`config.mk`:
```
export PLATFORM = sky130hd
export DESIGN_NAME = rom_port_arbiter_flat
export DESIGN_NICKNAME = d
export VERILOG_FILES = /design/src/rtl/rom_port_arbiter_if.sv /design/src/rtl/rom_port_arbiter.sv /design/src/flat_wrapper.sv
export SDC_FILE = /design/constraint.sdc
export NUM_CORES = 1
export LEC_CHECK = 0
export BUFFER_PORTS_ARGS = -buffer_cell sky130_fd_sc_hd__buf_2
export CORE_MARGIN = 2
export CORE_UTILIZATION = 51
export CTS_BUF_LIST = sky130_fd_sc_hd__clkbuf_16
export DETAILED_ROUTE_END_ITERATION = 8
export PLACE_DENSITY_LB_ADDON = 0.15
export SLEW_MARGIN = 25
export SYNTH_ARGS = -nofsm -noshare
export SYNTH_HDL_FRONTEND = slang
export SYNTH_SLANG_ARGS = --single-unit
```
`constraint.sdc`:
```
create_clock -name clk -period 2.7 [get_ports clk]
set_input_delay 0.27 -clock clk [delete_from_list [all_inputs] [get_ports clk]]
set_output_delay 0.27 -clock clk [all_outputs]
set_load 0.01 [all_outputs]
```
`src/rtl/rom_port_arbiter_if.sv`:
```
// Core-side bundle for the shared ROM: instruction-fetch (i_*) and data-load (d_*) ports.
interface rom_port_arbiter_if #(
  parameter int unsigned AW = 12
);
  logic          i_req;
  logic [AW-1:0] i_addr;
  logic          i_gnt;
  logic          i_rvalid;
  logic [31:0]   i_rdata;
  logic          i_err;
  logic          d_req;
  logic [AW-1:0] d_addr;
  logic          d_gnt;
  logic          d_rvalid;
  logic [31:0]   d_rdata;
  logic          d_err;

  // Core side: issues requests, consumes grants and responses
  modport master (
    output i_req, i_addr, d_req, d_addr,
    input  i_gnt, i_rvalid, i_rdata, i_err,
    input  d_gnt, d_rvalid, d_rdata, d_err
  );

  // Arbiter side
  modport slave (
    input  i_req, i_addr, d_req, d_addr,
    output i_gnt, i_rvalid, i_rdata, i_err,
    output d_gnt, d_rvalid, d_rdata, d_err
  );
endinterface

```
`src/rtl/rom_port_arbiter.sv`:
```
// Shares one combinational ROM between the fetch and load ports.
// Load port has fixed priority; a saturating wait counter lets a starved fetch win.
// Responses are registered with a fixed one-cycle latency.
module rom_port_arbiter #(
  parameter int unsigned DEPTH    = 128,
  parameter int unsigned MAX_WAIT = 4,
  parameter int unsigned AW       = 12
) (
  input  logic                clk,
  input  logic                reset_n,
  rom_port_arbiter_if.slave   bus,
  output logic [AW-1:0]       rom_addr,
  input  logic [31:0]         rom_inst
);

  localparam int unsigned WCW = 4;
  localparam logic [WCW-1:0] MAX_WAIT_CNT = WCW'(MAX_WAIT);

  logic [WCW-1:0] wait_cnt;
  logic           sel_i;
  logic           sel_d;
  logic [AW-1:0]  gnt_addr;
  logic           gnt_err;
  logic [31:0]    gnt_data;

  // Arbitration, ROM address mux and error decode for the granted request
  always_comb begin
    sel_i    = bus.i_req & (~bus.d_req | (wait_cnt >= MAX_WAIT_CNT));
    sel_d    = bus.d_req & ~sel_i;
    gnt_addr = sel_i ? bus.i_addr : bus.d_addr;
    rom_addr = '0;
    if (sel_i || sel_d) begin
      rom_addr = {gnt_addr[AW-1:2], 2'b00};
    end
    gnt_err  = (gnt_addr[1:0] != 2'b00) | (32'(gnt_addr[AW-1:2]) >= 32'(DEPTH));
    gnt_data = gnt_err ? 32'h0 : rom_inst;
    bus.i_gnt = sel_i;
    bus.d_gnt = sel_d;
  end

  // Starvation counter: consecutive cycles a fetch request was denied
  always_ff @(posedge clk or negedge reset_n) begin
    if (!reset_n) begin
      wait_cnt <= '0;
    end else if (!bus.i_req || sel_i) begin
      wait_cnt <= '0;
    end else if (wait_cnt < MAX_WAIT_CNT) begin
      wait_cnt <= wait_cnt + WCW'(1);
    end
  end

  // Fetch response register; data/err hold while no new grant
  always_ff @(posedge clk or negedge reset_n) begin
    if (!reset_n) begin
      bus.i_rvalid <= 1'b0;
      bus.i_rdata  <= 32'h0;
      bus.i_err    <= 1'b0;
    end else begin
      bus.i_rvalid <= sel_i;
      if (sel_i) begin
        bus.i_rdata <= gnt_data;
        bus.i_err   <= gnt_err;
      end
    end
  end

  // Load response register; data/err hold while no new grant
  always_ff @(posedge clk or negedge reset_n) begin
    if (!reset_n) begin
      bus.d_rvalid <= 1'b0;
      bus.d_rdata  <= 32'h0;
      bus.d_err    <= 1'b0;
    end else begin
      bus.d_rvalid <= sel_d;
      if (sel_d) begin
        bus.d_rdata <= gnt_data;
        bus.d_err   <= gnt_err;
      end
    end
  end

endmodule
```
`src/flat_wrapper.sv`:
```
// flat-port wrapper written by rule: the top's interface ports become plain ports
module rom_port_arbiter_flat 
#(
  parameter int unsigned DEPTH    = 128,
  parameter int unsigned MAX_WAIT = 4,
  parameter int unsigned AW       = 12
)
  (clk, reset_n, rom_addr, rom_inst, bus_i_req, bus_i_addr, bus_d_req, bus_d_addr, bus_i_gnt, bus_i_rvalid, bus_i_rdata, bus_i_err, bus_d_gnt, bus_d_rvalid, bus_d_rdata, bus_d_err);
  rom_port_arbiter_if #(.AW(AW)) bus_i ();
  input  logic clk;
  input  logic reset_n;
  output logic [AW-1:0] rom_addr;
  input  logic [31:0] rom_inst;
  input wire logic [$bits(bus_i.i_req)-1:0] bus_i_req;
  input wire logic [$bits(bus_i.i_addr)-1:0] bus_i_addr;
  input wire logic [$bits(bus_i.d_req)-1:0] bus_d_req;
  input wire logic [$bits(bus_i.d_addr)-1:0] bus_d_addr;
  output wire logic [$bits(bus_i.i_gnt)-1:0] bus_i_gnt;
  output wire logic [$bits(bus_i.i_rvalid)-1:0] bus_i_rvalid;
  output wire logic [$bits(bus_i.i_rdata)-1:0] bus_i_rdata;
  output wire logic [$bits(bus_i.i_err)-1:0] bus_i_err;
  output wire logic [$bits(bus_i.d_gnt)-1:0] bus_d_gnt;
  output wire logic [$bits(bus_i.d_rvalid)-1:0] bus_d_rvalid;
  output wire logic [$bits(bus_i.d_rdata)-1:0] bus_d_rdata;
  output wire logic [$bits(bus_i.d_err)-1:0] bus_d_err;
  assign bus_i.i_req = bus_i_req;
  assign bus_i.i_addr = bus_i_addr;
  assign bus_i.d_req = bus_d_req;
  assign bus_i.d_addr = bus_d_addr;
  assign bus_i_gnt = bus_i.i_gnt;
  assign bus_i_rvalid = bus_i.i_rvalid;
  assign bus_i_rdata = bus_i.i_rdata;
  assign bus_i_err = bus_i.i_err;
  assign bus_d_gnt = bus_i.d_gnt;
  assign bus_d_rvalid = bus_i.d_rvalid;
  assign bus_d_rdata = bus_i.d_rdata;
  assign bus_d_err = bus_i.d_err;
  rom_port_arbiter #(.DEPTH(DEPTH), .MAX_WAIT(MAX_WAIT), .AW(AW)) u_core (.clk(clk), .reset_n(reset_n), .bus(bus_i), .rom_addr(rom_addr), .rom_inst(rom_inst));
endmodule
```
==> results of run 1 <==
[sequential cells by signal (all words and copies together) (netlist names)]
| register | count |
|---|---|
| u_core.bus.d_err | 1 |
| u_core.wait_cnt | 4 |
| u_core.bus.d_rvalid | 1 |
| u_core.bus.d_rdata | 32 |
| u_core.bus.i_rdata | 32 |
| u_core.bus.i_err | 1 |
| u_core.bus.i_rvalid | 1 |
[placed cells by master (no fill, tap or decap), types with 9 or more instances in the layout]
cell,n
and3_1,34
dfrtp_1,72
a22o_1,32
a21boi_0,32
clkbuf_16,9
a31o_2,29
buf_2,138
nand3_1,10
nand2_1,11
[cell usage after synthesis (4+ instances only)]
master     n  share of area
a21boi_0  32          0.074
a21oi_1    4         0.0062
a22o_1    32          0.086
a31o_2    29          0.078
and3_1    34          0.065
buf_2     15          0.023
buf_6      4          0.014
clkbuf_1  12          0.014
dfrtp_1   72           0.55
nand2_1   11          0.013
nand3_1   10          0.015
o21ai_1    8          0.012
[power breakdown]
| group | internal, mW | switching (mW) | total [mW] |
|---|---|---|---|
| Clock | 0.895 | 0.436 | 1.33 |
| Sequential | 1.10 | 0.00898 | 1.11 |
| Combinational | 0.0949 | 0.153 | 0.247 |
[cell families (layout without fill, tap and decap cells)]
logic type / after synthesis / in the layout
buffers and inverters: 35 / 164
and+or+nand+nor: 64 / 64
DFF: 72 / 72
AOI/OAI and AO/OA: 111 / 111
adders and majority gates: 1 / 1
other: 1 / 3
[metrics by stage]
step	cell area (um^2)	worst slack, ns	instances	util	power [mW]
6_report	4280	0.278	492	0.682	2.68
5_1_grt	4280	0.145	492	0.682	2.77
4_1_cts	4280	0.271	492	0.682	2.71
3_5_place_dp	3950	0.624	476	0.628	1.37
3_3_place_gp	3950	0.665	476	0.628	1.37
2_1_floorplan	3260	1.02	286	-	1.25
[worst paths after layout]
check                                        start                      to  slack (ns)  cells past startpoint
worst max-delay path            u_core.wait_cnt[2]             rom_addr[6]        0.28                      5
worst min-delay path                       reset_n   u_core.bus.d_rdata[9]        0.07                      1
worst max register to register  u_core.wait_cnt[2]        u_core.bus.i_err        0.99                      4
worst min register to register  u_core.wait_cnt[0]      u_core.wait_cnt[0]        0.45                      1
max in group asynchronous                  reset_n  u_core.bus.d_rdata[29]        2.07                      1
min in group clk                      rom_inst[22]  u_core.bus.d_rdata[22]        0.18                      2
[worst max-delay path, delay by kind of cell, from the launching register on]
family	cells	cell delay [ns]
simple gates	2	0.78
buf+inv	2	0.44
flops	1	0.40
compound gates	1	0.22
[layout make-up]
| type | count | area [um^2] |
|---|---|---|
| timing repair buffer | 147 | 771 |
| clock buffer | 9 | 225 |
| clock inverter | 7 | 111 |
| multi-input combinational | 179 | 1270 |
| tap | 77 | 96.3 |
| fill | 508 | 2000 |
| inverter | 1 | 3.75 |
| sequential | 72 | 1800 |
[metal layers]
metal  wire length, um  vias to the layer above  track usage
li1                  -                     1316            -
met4                96                        0       0.0924
met2              4160                      131        0.401
met3               679                        9       0.0742
met5                 0                        -            0
met1              3490                     1355        0.306
==> run metrics, run 1 <==
pin count of the biggest net entering global routing=between 70 and 80; Die ar.=0.00704 mm^2; Post-Syn Instances=284; Synth Area in Compound Gates=0.269; routability congestion estimate from global placement=between 0.7 and 0.8; H-tree depth=3; fraction of layout instances using a drive strength above 1=0.470; max_slew headroom=0.415; # diodes=0; maximum net fanout on the critical path=33; Detail Route Antenna Nets=0; Layout Nets=roughly 470; DR vias=2811; achievable frequency=413 MHz; drt initial violations=roughly 100; Synthesis Warnings=0; Critical Path Start Type=flip-flop; clk_lat worst skew=around 0.33 ns; residual DRC count=0; Clock Skews=a little under 0.01 ns; Vias/cell=5.71; sequential share of the synthesized area=0.554; Resized Gates After CTS=0; Starting Density=0.518; Post-Synth XOR/XNOR Area=0; CTS Sinks=slightly above 70; CTS tree=built; Port Buf Inserts=around 140; initial antenna violation count=0; GRT overflow=0; critical path arrival=about 2.2 ns; Slew @ Worst Pin=~0.9 ns; post-DP HPWL=~5400 um; post-synth cell types=25; mux contribution to synthesized area=0; TNS Setup=0 ns; die height=about 84 um; hold_buf cts=0; Synth Area in Adders=0.00384; CTS root buf=clkbuf_16; vias in the first global route=2826; ys async rst share=1.00; Worst Setup Path Type=reg2out; Layout area overhead=31.6%; VDD IR-drop max=around 0.43 mV; run status=completed; Most used DFF post-synth=dfrtp_1; Pins Over Slew Limit=0; crit-path cells=or3b_1 -> nand2_4 -> inv_1 -> o21ai_1 -> buf_2; die width=roughly 84 um; Req. time, crit path=approximately 2.4 ns; first-pass GRT wire length=13700 um; final setup fails=0; WHS=0.0715 ns; gr usage total=0.245; Worst-path clk slew=approximately 0.06 ns; min Tclk post-route=roughly 2.4 ns; PwrDens=about 630 mW/mm^2; leakage=between 2 and 2.5 nW; TritonCTS Buffers=9; clock buffer depth=2; Core Area=0.00628 mm^2; number of flops mapped to enable cells by yosys=0; cell area after synthesis=approximately 0.0033 mm^2; maxcap violations=0; RSZ-0062 raised after global routing=no; Slowest-stage cell, CP=or3b_1; # IOs=142; final wirelength=roughly 8400 um; Hold Crit Class=in2async; Hold Fails Final Rpt=0; Crit path largest cell delay=0.44 ns; num rows=29; First-pass DRT Iterations=4; Worst setup EP type=output port; Final Cycle Share=0.897; Yosys reg bits=slightly above 70; post-CTS setup buffer count=0; routed len/inst=~17 um; main combinational cell family by area after synthesis=compound AO/OA/AOI/OAI gates; Avg Cell Area, Syn=11.5 um^2; Simple-Gate Fraction of Synth Area=0.113
(Power assumes the default switching activity.)
==> run 2, diff against run 1 <==
- CORE_UTILIZATION: 51 -> 40
==> run 2 against run 1 <==
Against the previous run: design area grew 2.1%; clock skew shrank 0.0063 ns; utilization shrank 12 points; largest power group unchanged; critical path type unchanged.
==> run metrics, run 2 (synthesis results as in run 1) <==
run status=completed; min Tclk post-route=around 2.4 ns; Final Cycle Share=0.904; Top Layer Used=met4; Pins Over Slew Limit=0; Area after DPL=0.00397 mm^2; Clock Skews=0.00333 ns; r2r worst-path depth=4; routed len/inst=between 15 and 20 um; PwrDens=approximately 640 mW/mm^2; met3 WL=786 um; pin count of the biggest net entering global routing=73; clk_lat worst skew=around 0.32 ns; die height=around 94 um; Layout Nets=474; maximum net fanout on the critical path=33; RSZ-0062 raised after global routing=no; HP Start=rom_inst[2]; First-pass DRT Iterations=4; Core Area=between 0.007 and 0.008 mm^2; Top Registers=u_core.bus.d_rdata x32, u_core.bus.i_rdata x32, u_core.wait_cnt x4; Port Buf Inserts=139; clock buffer depth=2; drt initial violations=100; num rows=32; Critical Path Start Type=flip-flop; r2r setup slk=~0.96 ns; fin area=about 0.0044 mm^2; VDD IR-drop max=around 0.35 mV; TNS Setup=0 ns; Worst R2R End=u_core.bus.i_err; die width=between 90 and 100 um; leakage=~2.4 nW; Die ar.=between 0.008 and 0.009 mm^2; first-pass GRT wire length=14500 um; post-layout util=0.560; gr usage total=0.214; residual DRC count=0; final std cells w/o fill=520; Vias/cell=between 5 and 6; Worst-path clk slew=around 0.06 ns; WHS=roughly 0.19 ns; routability congestion estimate from global placement=~0.75; # IOs=about 140; max_slew headroom=0.639; H-tree depth=3; reg2reg start=u_core.wait_cnt[2]; Hold Crit Class=in2reg; M1 wire length=between 3000 and 4000 um; hold path cells=2; Hold EP=u_core.bus.d_rdata[2]; post-CTS setup buffer count=0; final wirelength=about 9000 um; most frequent cells in the layout=buf_2 (138), dfrtp_1 (72), and3_1 (34), a21boi_0 (32), a22o_1 (32); Resized Gates After CTS=0; Layout area overhead=34.3%; Req. time, crit path=between 2 and 2.5 ns; DR vias=roughly 2800; CTS tree=built; TritonCTS Buffers=9; commonest non-fill, non-tap cell in the layout=buf_2; Worst setup EP type=output port; achievable frequency=roughly 410 MHz; critical path arrival=~2.2 ns; Detail Route Antenna Nets=0; GRT overflow=0; dpl cells=roughly 500; post-DP HPWL=5750 um; CTS Sinks=72; CTS root buf=clkbuf_16; vias in the first global route=2747; fraction of layout instances using a drive strength above 1=0.469; Starting Density=0.417; # diodes=0; Worst Setup Path Type=reg2out; final setup fails=0; Slew @ Worst Pin=0.541 ns; maxcap violations=0; Hold Fails Final Rpt=0; Routed met2 length=approximately 4400 um; initial antenna violation count=0
==> run 2: worst max path at each step <==
stage                            start  cells after the start      endpoint
floorplan                    bus_d_req                      7  rom_addr[10]
global placement    u_core.wait_cnt[2]                      5   rom_addr[2]
detailed placement  u_core.wait_cnt[2]                      5  rom_addr[11]
CTS                 u_core.wait_cnt[2]                      5  rom_addr[11]
global route        u_core.wait_cnt[2]                      5   rom_addr[2]
finish              u_core.wait_cnt[2]                      5   rom_addr[2]
==> run 2: cell type report <==
| class | instances | area (um^2) |
|---|---|---|
| Fill cell | 700 | 3440 |
| Sequential cell | 72 | 1800 |
| Multi-Input combinational cell | 179 | 1270 |
| Timing Repair Buffer | 150 | 803 |
| Clock buffer | 9 | 225 |
| Clock inverter | 7 | 136 |
| Tap cell | 102 | 128 |
| Inverter | 1 | 3.75 |
==> run 2: stage by stage <==
step / power, mW / setup slack, ns
final: 2.79 / 0.260
after global routing: 2.90 / 0.102
after CTS: 2.81 / 0.221
after detailed placement: 1.38 / 0.592
after global placement: 1.38 / 0.637
after floorplan: 1.25 / 1.02
==> run 2: metal layers <==
layer  global-route usage  vias to the layer above
li1                     -                     1310
met1                0.282                     1380
met2                0.343                      130
met3               0.0658                        7
met4               0.0543                        0
met5                    0                        -
==> run 2: report_power, final <==
part | leakage, nW | switching, mW | internal [mW] | total (mW)
Clock | 0.182 | 0.438 | 0.991 | 1.43
Sequential | 0.986 | 0.00873 | 1.10 | 1.11
Combinational | 1.27 | 0.158 | 0.0997 | 0.258
Total | 2.44 | 0.605 | 2.19 | 2.79
==> run 2: what timing repair did <==
action                     CTS  global route
hold endpoints to repair     0            17
hold buffers                 0             1
setup endpoints to repair    0             0
==> run 2: worst max-delay path, cell delays in order, from the launching register on <==
cell,delay (ns)
dfrtp_1,0.40
or3b_1,0.44
nand2_4,0.34
inv_1,0.30
o21ai_0,0.22
buf_2,0.15
==> run 3, diff against run 2 <==
- ABC_AREA: default -> 1
==> run 3 against run 2 <==
Against the previous run: die area fell by 5.4%; maximum frequency rose by 10%; clock skew rose by 0.0029 ns; sequential share of layout area rose by 2.6 points; largest power group unchanged; synthesized area fell by 5.6%; cell count rose by 12%; count of clock-buffer cells in the layout did not move; sequential power barely moved; power fell by 10%; highest routed layer unchanged; critical path depth rose by 3.
==> run metrics, run 3 <==
Register Area=approximately 0.0018 mm^2; Synthesis Warnings=0; Post-Syn Instances=approximately 340; gr usage total=0.198; Die ar.=about 0.0084 mm^2; Yosys reg bits=72; Starting Density=0.419; most frequent cells in the layout=nand2_1 (141), buf_2 (138), dfrtp_1 (72), nand3_1 (57), inv_1 (12); # IOs=around 140; Worst Setup Path Type=reg2out; VDD IR-drop max=0.317 mV; post-synth cell types=20; first-pass GRT wire length=13400 um; synth cell count leaders=nand2_1 (141), dfrtp_1 (72), nand3_1 (57); Critical Path Start=u_core.wait_cnt[2]; fill count=between 700 and 800; vias in the first global route=2707; DR vias=2810; Final Cycle Share=0.820; initial antenna violation count=0; final wirelength=roughly 8200 um; cell area after synthesis=approximately 0.0031 mm^2; Synth Area in Compound Gates=0.0216; Hold Crit Class=in2async; leakage=about 2.5 nW; r2r setup slk=a little under 0.9 ns; Area after DPL=between 0.003 and 0.004 mm^2; die height=approximately 92 um; GRT overflow=0; Layout area overhead=33.8%; reg2reg start=u_core.wait_cnt[2]; fraction of layout instances using a drive strength above 1=0.364; WHS=0.0701 ns; clock buffer depth=2; Most used DFF post-synth=dfrtp_1; final std cells w/o fill=582; Synth area leaders=dfrtp_1 (59%), nand2_1 (17%), nand3_1 (9.3%), nand3_2 (3.3%), buf_6 (1.8%); pre-CTS setup slack=about 0.83 ns; critical path arrival=approximately 1.9 ns; main combinational cell family by area after synthesis=simple AND/OR/NAND/NOR gates; Pins Over Slew Limit=0; First-pass DRT Iterations=6; maxcap violations=0; Synth Area in Adders=0.00407; post-CTS setup buffer count=0; most frequent cell after synthesis=nand2_1; Yosys top cell area share=0.587; Synth area leader=dfrtp_1; RSZ-0062 raised after global routing=no; dpl cells=~570; post-layout util=0.561; maximum net fanout on the critical path=16; die width=91.6 um; routed len/inst=~14 um; Slew @ Worst Pin=between 0.8 and 0.9 ns; routability congestion estimate from global placement=0.769; Worst-path clk slew=0.06 ns; Post-Synth XOR/XNOR Area=0; sequential share of the synthesized area=0.587; max_slew headroom=0.401; # diodes=0; Worst setup EP type=output port; PwrDens=609 mW/mm^2; residual DRC count=0; number of flops mapped to enable cells by yosys=0; H-tree depth=3; hold_buf cts=0; Req. time, crit path=2.43 ns; ys async rst share=1.00; pin count of the biggest net entering global routing=between 70 and 80; run status=completed; final setup fails=0; fin area=about 0.0041 mm^2; mux contribution to synthesized area=0; achievable frequency=around 450 MHz; CTS tree=built; CTS root buf=clkbuf_16; Core Area=~0.0073 mm^2; Layout Nets=between 500 and 600; commonest non-fill, non-tap cell in the layout=nand2_1; Clock Skews=approximately 0.0063 ns; r2r worst-path depth=8; Resized Gates After CTS=0; Detail Route Antenna Nets=0; Worst R2R End=u_core.bus.d_rdata[7]; Avg Cell Area, Syn=around 9.0 um^2; worst setup margin=approximately 0.49 ns; num rows=31; clk_lat worst skew=around 0.32 ns; area of the multi-input gates=0.00108 mm^2; Top Registers=u_core.bus.d_rdata x32, u_core.bus.i_rdata x32, u_core.wait_cnt x4; Simple-Gate Fraction of Synth Area=0.322; Critical Path Start Type=flip-flop; post-DP HPWL=approximately 5500 um; CTS Sinks=just over 70; Vias/cell=between 4 and 5; Tot Pwr=about 2.5 mW; min Tclk post-route=2.21 ns; Port Buf Inserts=~140; TritonCTS Buffers=9; Hold Fails Final Rpt=0; drt initial violations=about 180; TNS Setup=0 ns
==> run 3: cell count changes after synthesis, sizes merged, moves of 6 or more <==
cell,before,now
buf,22,16
o21ai,11,2
inv,1,12
nand3,10,67
a22o,32,3
nand2,12,143
a31o,32,0
and3,34,0
nor2,3,11
a21boi,32,0
==> run 3: worst max-delay path: stages, from the launching register on <==
cell and delay, ns:
dfrtp_1 0.37, nor2_2 0.13, nand2_2 0.10, nand2_2 0.13, nand2_1 0.09, inv_1 0.45, a22oi_1 0.15, inv_1 0.09
buf_2 0.13
==> run 3: layout make-up <==
type,instances,share of cell area
clock buffer,9,0.0548
timing repair buffer,147,0.184
multi-input combinational,236,0.264
sequential,72,0.438
clock inverter,7,0.0177
tap,99,0.0301
inverter,12,0.0110
==> run 3: worst max-delay path by stage <==
| stage | end | cells past startpoint |
|---|---|---|
| finish | rom_addr[5] | 8 |
| global route | rom_addr[5] | 8 |
| CTS | rom_addr[5] | 8 |
| detailed placement | rom_addr[5] | 8 |
| global placement | rom_addr[7] | 8 |
| floorplan | rom_addr[2] | 8 |
==> run 3: where the power goes <==
part           internal [mW]  switching (mW)
Combinational         0.0823           0.153
Clock                  0.715           0.442
Sequential              1.10         0.00977
Total                   1.90           0.605
==> run 3: cells by family after synthesis <==
logic type	count (synthesis)
AND/OR/NAND/NOR	223
flip-flops	72
buffers and inverters	36
AO/OA/AOI/OAI	9
adder cells (fa/ha/maj)	1
other	1
==> run 3: per-layer routing <==
layer  GRT usage  wire [um]  up-vias  share of wire
li1            -          -     1360              -
met1       0.256       3510     1349           0.43
met2       0.335       4210       97           0.51
met3      0.0394        471        4          0.057
met4      0.0631         30        0         0.0037
met5           0          0        -              0
